File: src/rtl/pc_sequencer_pkg.sv
// Shared miniRISC sequencer definitions: state encodings, PC reset vector and fetch limits.
// RESET_VEC must equal the PC register reset value so that BOOT lands the first fetch on 0.
package pc_sequencer_pkg;

   localparam int          DEF_ADDR_W   = 32;
   localparam int          INSTR_BYTES  = 4;
   localparam int          DEF_MAX_WAIT = 15;
   localparam int          WAIT_W       = 4;
   localparam logic [31:0] RESET_VEC    = 32'hFFFF_FFFC;

   typedef enum logic [2:0] {
      ST_BOOT   = 3'd0,
      ST_FETCH  = 3'd1,
      ST_EXEC   = 3'd2,
      ST_HALTED = 3'd3,
      ST_ERROR  = 3'd4
   } seq_state_e;

   function automatic logic word_aligned(input logic [1:0] lsb);
      return lsb == 2'b00;
   endfunction

endpackage

File: src/rtl/pc_sequencer_if.sv
// Instruction-memory fetch port between the sequencer (master) and instruction memory (slave).
// imem_req is high for every FETCH cycle; instr_in is taken in the first cycle with imem_req && imem_ack.
interface pc_sequencer_if;

   logic        imem_req;
   logic        imem_ack;
   logic [31:0] instr_in;

   modport master (output imem_req, input imem_ack, input instr_in);
   modport slave  (input imem_req, output imem_ack, output instr_in);

endinterface

File: src/rtl/pc_sequencer_fetch_watchdog.sv
// Counts FETCH cycles without an acknowledge; timeout flags the last permitted cycle.
// The FSM gives a same-cycle ack priority over timeout.
module fetch_watchdog
   import pc_sequencer_pkg::*;
#(
   parameter int MAX_WAIT = DEF_MAX_WAIT
) (
   input  logic clk,
   input  logic rst,
   input  logic active,
   input  logic ack,
   output logic timeout
);

   logic [WAIT_W-1:0] cnt;

   always_ff @(posedge clk or negedge rst) begin
      if (!rst) begin
         cnt <= '0;
      end else if (!active || ack) begin
         cnt <= '0;
      end else begin
         cnt <= cnt + WAIT_W'(1);
      end
   end

   // cnt holds the number of earlier unacknowledged cycles, so MAX_WAIT-1 marks cycle MAX_WAIT
   assign timeout = active && (cnt == WAIT_W'(MAX_WAIT - 1));

endmodule

File: src/rtl/pc_sequencer.sv
// miniRISC fetch/execute sequencer: owns the PC update policy, the fetch handshake,
// the instruction register, HALT/resume, fetch-timeout error and the retired-instruction count.
module pc_sequencer
   import pc_sequencer_pkg::*;
#(
   parameter int ADDR_W   = DEF_ADDR_W,
   parameter int MAX_WAIT = DEF_MAX_WAIT
) (
   input  logic              clk,
   input  logic              rst,
   pc_sequencer_if.master    imem,
   input  logic [ADDR_W-1:0] pc_cur,
   output logic [ADDR_W-1:0] pc_next,
   output logic [31:0]       ir,
   output logic              ir_valid,
   input  logic              exec_done,
   input  logic              stall,
   input  logic              br_taken,
   input  logic [ADDR_W-1:0] br_target,
   input  logic              halt_instr,
   input  logic              resume,
   output logic [31:0]       retire_cnt,
   output logic              fetch_err,
   output logic [2:0]        state
);

   seq_state_e        cur_st, nxt_st;
   logic              req;
   logic              ir_load;
   logic              retire;
   logic              fetch_timeout;
   logic [ADDR_W-1:0] pc_inc;

   assign pc_inc        = pc_cur + ADDR_W'(INSTR_BYTES);
   assign imem.imem_req = req;
   assign state         = cur_st;

   fetch_watchdog #(.MAX_WAIT(MAX_WAIT)) u_watchdog (
      .clk     (clk),
      .rst     (rst),
      .active  (cur_st == ST_FETCH),
      .ack     (imem.imem_ack),
      .timeout (fetch_timeout)
   );

   always_ff @(posedge clk or negedge rst) begin
      if (!rst) begin
         cur_st <= ST_BOOT;
      end else begin
         cur_st <= nxt_st;
      end
   end

   always_comb begin
      nxt_st    = cur_st;
      pc_next   = pc_cur;
      req       = 1'b0;
      ir_valid  = 1'b0;
      fetch_err = 1'b0;
      ir_load   = 1'b0;
      retire    = 1'b0;
      case (cur_st)
         ST_BOOT: begin
            pc_next = pc_inc;
            nxt_st  = ST_FETCH;
         end
         ST_FETCH: begin
            req = 1'b1;
            if (imem.imem_ack) begin
               ir_load = 1'b1;
               nxt_st  = ST_EXEC;
            end else if (fetch_timeout) begin
               nxt_st = ST_ERROR;
            end
         end
         ST_EXEC: begin
            ir_valid = 1'b1;
            if (exec_done && !stall) begin
               // HALT outranks a simultaneous branch; a misaligned target retires nothing
               if (halt_instr) begin
                  pc_next = pc_inc;
                  retire  = 1'b1;
                  nxt_st  = ST_HALTED;
               end else if (br_taken && !word_aligned(br_target[1:0])) begin
                  nxt_st = ST_ERROR;
               end else begin
                  pc_next = br_taken ? br_target : pc_inc;
                  retire  = 1'b1;
                  nxt_st  = ST_FETCH;
               end
            end
         end
         ST_HALTED: begin
            if (resume) begin
               nxt_st = ST_FETCH;
            end
         end
         ST_ERROR: begin
            fetch_err = 1'b1;
         end
         default: begin
            nxt_st = ST_ERROR;
         end
      endcase
   end

   always_ff @(posedge clk or negedge rst) begin
      if (!rst) begin
         ir         <= '0;
         retire_cnt <= '0;
      end else begin
         if (ir_load) begin
            ir <= imem.instr_in;
         end
         if (retire) begin
            retire_cnt <= retire_cnt + 32'd1;
         end
      end
   end

endmodule

File: src/flat_wrapper.sv
// flat-port wrapper written by rule: the top's interface ports become plain ports
module pc_sequencer_flat import pc_sequencer_pkg::*;
#(
   parameter int ADDR_W   = DEF_ADDR_W,
   parameter int MAX_WAIT = DEF_MAX_WAIT
)
  (clk, rst, pc_cur, pc_next, ir, ir_valid, exec_done, stall, br_taken, br_target, halt_instr, resume, retire_cnt, fetch_err, state, imem_imem_req, imem_imem_ack, imem_instr_in);
  pc_sequencer_if imem_i ();
  input  logic clk;
  input  logic rst;
  input  logic [ADDR_W-1:0] pc_cur;
  output logic [ADDR_W-1:0] pc_next;
  output logic [31:0] ir;
  output logic ir_valid;
  input  logic exec_done;
  input  logic stall;
  input  logic br_taken;
  input  logic [ADDR_W-1:0] br_target;
  input  logic halt_instr;
  input  logic resume;
  output logic [31:0] retire_cnt;
  output logic fetch_err;
  output logic [2:0] state;
  output wire logic [$bits(imem_i.imem_req)-1:0] imem_imem_req;
  input wire logic [$bits(imem_i.imem_ack)-1:0] imem_imem_ack;
  input wire logic [$bits(imem_i.instr_in)-1:0] imem_instr_in;
  assign imem_imem_req = imem_i.imem_req;
  assign imem_i.imem_ack = imem_imem_ack;
  assign imem_i.instr_in = imem_instr_in;
  pc_sequencer #(.ADDR_W(ADDR_W), .MAX_WAIT(MAX_WAIT)) u_core (.clk(clk), .rst(rst), .imem(imem_i), .pc_cur(pc_cur), .pc_next(pc_next), .ir(ir), .ir_valid(ir_valid), .exec_done(exec_done), .stall(stall), .br_taken(br_taken), .br_target(br_target), .halt_instr(halt_instr), .resume(resume), .retire_cnt(retire_cnt), .fetch_err(fetch_err), .state(state));
endmodule
File: config.mk
export PLATFORM = sky130hd
export DESIGN_NAME = pc_sequencer_flat
export DESIGN_NICKNAME = d
export VERILOG_FILES = /design/src/rtl/pc_sequencer_pkg.sv /design/src/rtl/pc_sequencer_if.sv /design/src/rtl/pc_sequencer_fetch_watchdog.sv /design/src/rtl/pc_sequencer.sv /design/src/flat_wrapper.sv
export SDC_FILE = /design/constraint.sdc
export NUM_CORES = 1
export LEC_CHECK = 0
export CELL_PAD_IN_SITES_DETAIL_PLACEMENT = 1
export CELL_PAD_IN_SITES_GLOBAL_PLACEMENT = 1
export CORE_ASPECT_RATIO = 1.2
export CORE_MARGIN = 3
export CORE_UTILIZATION = 45
export DETAILED_ROUTE_END_ITERATION = 6
export DONT_BUFFER_PORTS = 1
export PLACE_DENSITY_LB_ADDON = 0.1
export SLEW_MARGIN = 10
export SYNTH_ARGS = -nofsm -noshare
export SYNTH_HDL_FRONTEND = slang
export SYNTH_SLANG_ARGS = --single-unit
File: constraint.sdc
create_clock -name clk -period 2.9 [get_ports clk]
set_clock_uncertainty 0.15 [all_clocks]
set_input_delay 0.58 -clock clk [delete_from_list [all_inputs] [get_ports clk]]
set_output_delay 0.58 -clock clk [all_outputs]
set_load 0.005 [all_outputs]
==> flow_summary.toml <==
[routing]
wirelength_um = 18100
met3_length_um = 1470
ant_nets = 0
drt-initial-drc-count = 168
dr.max_layer_used = "met4"
wl_per_cell_um = 24.5
drc = 0
vias_per_cell = 6.52
vias = 4806
routed-wl-met2_um = 9420
route.layer.met1.wl_um = 6680
dr.pass1.iters = 4

[power]
p_switching_mw = 0.491
p_int_mw = 1.91
netSwitchingFraction_pct = 20.4
p_per_area_nw_per_um2 = 402
cellLeakagePower_nw = 2.58
p_comb_share_pct = 7.9
vdd_drop_max_uv = 261
p_clk_share_pct = 50.9
p_seq_share_pct = 41.2
power_mw = 2.41

[synth]
muxShareOfSynthArea_pct = 8.64
synth_compound_area_share_pct = 17.9
synth_area_per_cell_um2 = 8.81
syn_area_um2 = 4990
synth_xor_area_share_pct = 6.14
synth_edf_count = 0
yosysUniqueCellTypes = 75
synth_top_family_by_area = "simple AND/OR/NAND/NOR gates"
synthAdderAreaFrac_pct = 1.00
yosys.area.top_type = "dfrtp_1"
seq_area_frac_synth_pct = 35.6
ys_async_sr_fraction_pct = 100
netlist.area_leader.share_pct = 35.6
synthSimpleGateAreaFrac_pct = 26.4
synth_area_leaders = "dfrtp_1, mux2_2, xnor2_1, nand2_1, nand3_1"
synth_nets = 675
synthCells = 567
ys_seq_elements = 71
synth_flop_cell = "dfrtp_1"
ys_warn_count = 0

[floorplan]
io_pins = 206
die-area_um2 = 12400
coreArea_um2 = 10700
die_h_um = 121
chipWidth_um = 102
start_util_pct = 46.8
row_count = 41

[cells_and_area]
seq_area_um2 = 1780
multi_input_area_um2 = 3140
area_growth_pct = 19.9
fin_cells = 737
layout.nets = 711
drive_above_1_share_pct = 23.8
diodes = 0
fill_cells = 1233

[placed_design]
portBuffers = 0
dp_hpwl_um = 13900
gp_congestion = 0.930
dp_cells = 713

[grt]
grt_usage_pct = 28.4
gr-total-overflow = 0
antenna_found_initial = 0
grt_max_degree = 72
grt_pass1_vias = 5131
grt_first_pass_wirelength_um = 27500

[hold_path]
hold_path_end = "u_core.ir[6]"
min_from = "imem_instr_in[6]"
hold_path_class = "input pin to register"
hold_depth = 1

[timing]
hold_violations = 0
rsz0062_at_grt = "true"
worst_pin_slew_ns = 0.539
post-route-period-util_pct = 99.5
maxSlewViolCount = 0
setup_viol = 0
slew_headroom_pct = 63.8
max_freq_ghz = 0.347
finalCriticalPeriod_ns = 2.88

[setup_path]
regToRegStartpoint = "u_core.state[1]"
path_max_fanout = 4
worstPathRequired_ns = 2.17
rrSetupSlack_ns = 0.51
timing.rr.end = "u_core.state[0]"
r2r_cells = 7
start_kind = "register"
cp-end-kind = "output pin"
worstSetupPathType = "register to output pin"
cp.arrival_ns = 2.15

[clock_tree]
cts.path.max_buffers = 2
cts_sinks = 71
cts_tree = "yes"
path_clk_slew_ns = 0.06
clock_latency_ns = 0.32
numCtsBuffers = 9
htreeDepth = 3
clockRootBuffer = "clkbuf_16"

[outcome]
status = "complete, no violations"

[flow_run]
maxCapViolCount = 0
synthesized netlist by cell type (4+ instances only):
cell / number
o22ai_1: 4
mux2_2: 33
inv_1: 5
nor2_1: 29
nor3_1: 26
buf_2: 12
o21a_1: 4
o221ai_1: 6
a211oi_1: 4
nand3_1: 35
xnor2_1: 31
buf_1: 5
and3_1: 13
or3_1: 6
clkbuf_1: 13
a21oi_1: 19
nand4_1: 18
nand2_1: 68
buf_4: 4
xor2_1: 4
a31oi_1: 9
a22oi_1: 8
o211ai_1: 7
a311oi_1: 5
and4_1: 7
o21ai_0: 27
nor2b_1: 8
ha_1: 4
nor4_1: 9
mux2i_1: 6
dfrtp_1: 71
cell families after synthesis:
group           Yosys count
mux                      39
simple gates            246
compound gates          127
flops                    71
fa+ha+maj                 4
xor+xnor                 35
buf+inv                  45
metrics by stage:
step | instance area, um^2 | TNS, ns | worst slack [ns] | utilization, % | hold WS (ns)
floorplan | 4990 | 0 | 0.163 | - | 0.134
global placement | 5410 | 0 | 0.0876 | 50.7 | 0.136
detailed placement | 5410 | 0 | 0.0907 | 50.7 | 0.136
CTS | 5850 | -0.00103 | -0.00103 | 54.9 | 0.246
global route | 5990 | -0.0689 | -0.0563 | 56.1 | 0.246
finish | 5990 | 0 | 0.0155 | 56.1 | 0.252
layer usage:
| metal | track usage (%) | up-vias |
|---|---|---|
| met1 | 31.3 | 2368 |
| met3 | 7.65 | 31 |
| met4 | 10.5 | 0 |
| li1 | - | 2200 |
| met5 | 0 | - |
| met2 | 51.4 | 207 |
flip-flops by register name, indices dropped and copies added (netlist names):
signal,flops
u_core.ir,32
u_core.retire_cnt,32
u_core.u_watchdog.cnt,4
u_core.state,3
worst max path at each step:
stage	cells past startpoint	end	start
finish	7	pc_next[30]	u_core.state[2]
global route	8	pc_next[30]	pc_cur[2]
CTS	7	pc_next[30]	u_core.state[0]
detailed placement	8	pc_next[30]	pc_cur[2]
global placement	8	pc_next[30]	pc_cur[2]
floorplan	6	pc_next[20]	pc_cur[2]
worst max-delay path: stages, from the launching register on:
cell and delay [ns]:
dfrtp_1 0.38, or3b_4 0.46, a211oi_4 0.27, buf_12 0.15
o21a_4 0.13, o32ai_2 0.08, a211oi_2 0.22, buf_4 0.15
power by group through the flow:
stage          Clock [mW]  Sequential (mW)  Combinational (mW)
2_1_floorplan           0             1.01               0.120
3_3_place_gp            0             1.01               0.155
3_5_place_dp            0             1.01               0.159
4_1_cts              1.25            0.991               0.186
5_1_grt              1.29            0.991               0.209
6_report             1.22            0.992               0.190
final cells by class:
cell class,instances,area share [%]
sequential,71,29.7
tap,129,2.69
timing repair buffer,63,8.96
multi-input combinational,451,52.4
inverter,7,0.522
clock buffer,14,4.74
clock inverter,2,1.00
cells in the final DEF, fill, tap and decap left out, types with 7 or more instances in the layout:
cell       instances
nand2_1           66
a22oi_1            8
nor2_1            27
and3_1            13
clkbuf_16          9
and4_1             7
buf_4             57
mux2_2            33
o21ai_0           25
a21oi_1           17
dfrtp_1           71
nand3_1           34
a31oi_1            9
o211ai_1           7
nand4_1           18
nor3_1            24
nor2b_1            8
xnor2_1           31
repair_timing:
action	in CTS	in global routing
endpoints found under the hold margin	71	0
endpoints found under the setup margin	13	17
buffers inserted	3	4
pin swaps	4	10
hold buffers	2	0
gates resized for setup	5	24
Note: power is estimated with default switching activity, not from simulation.
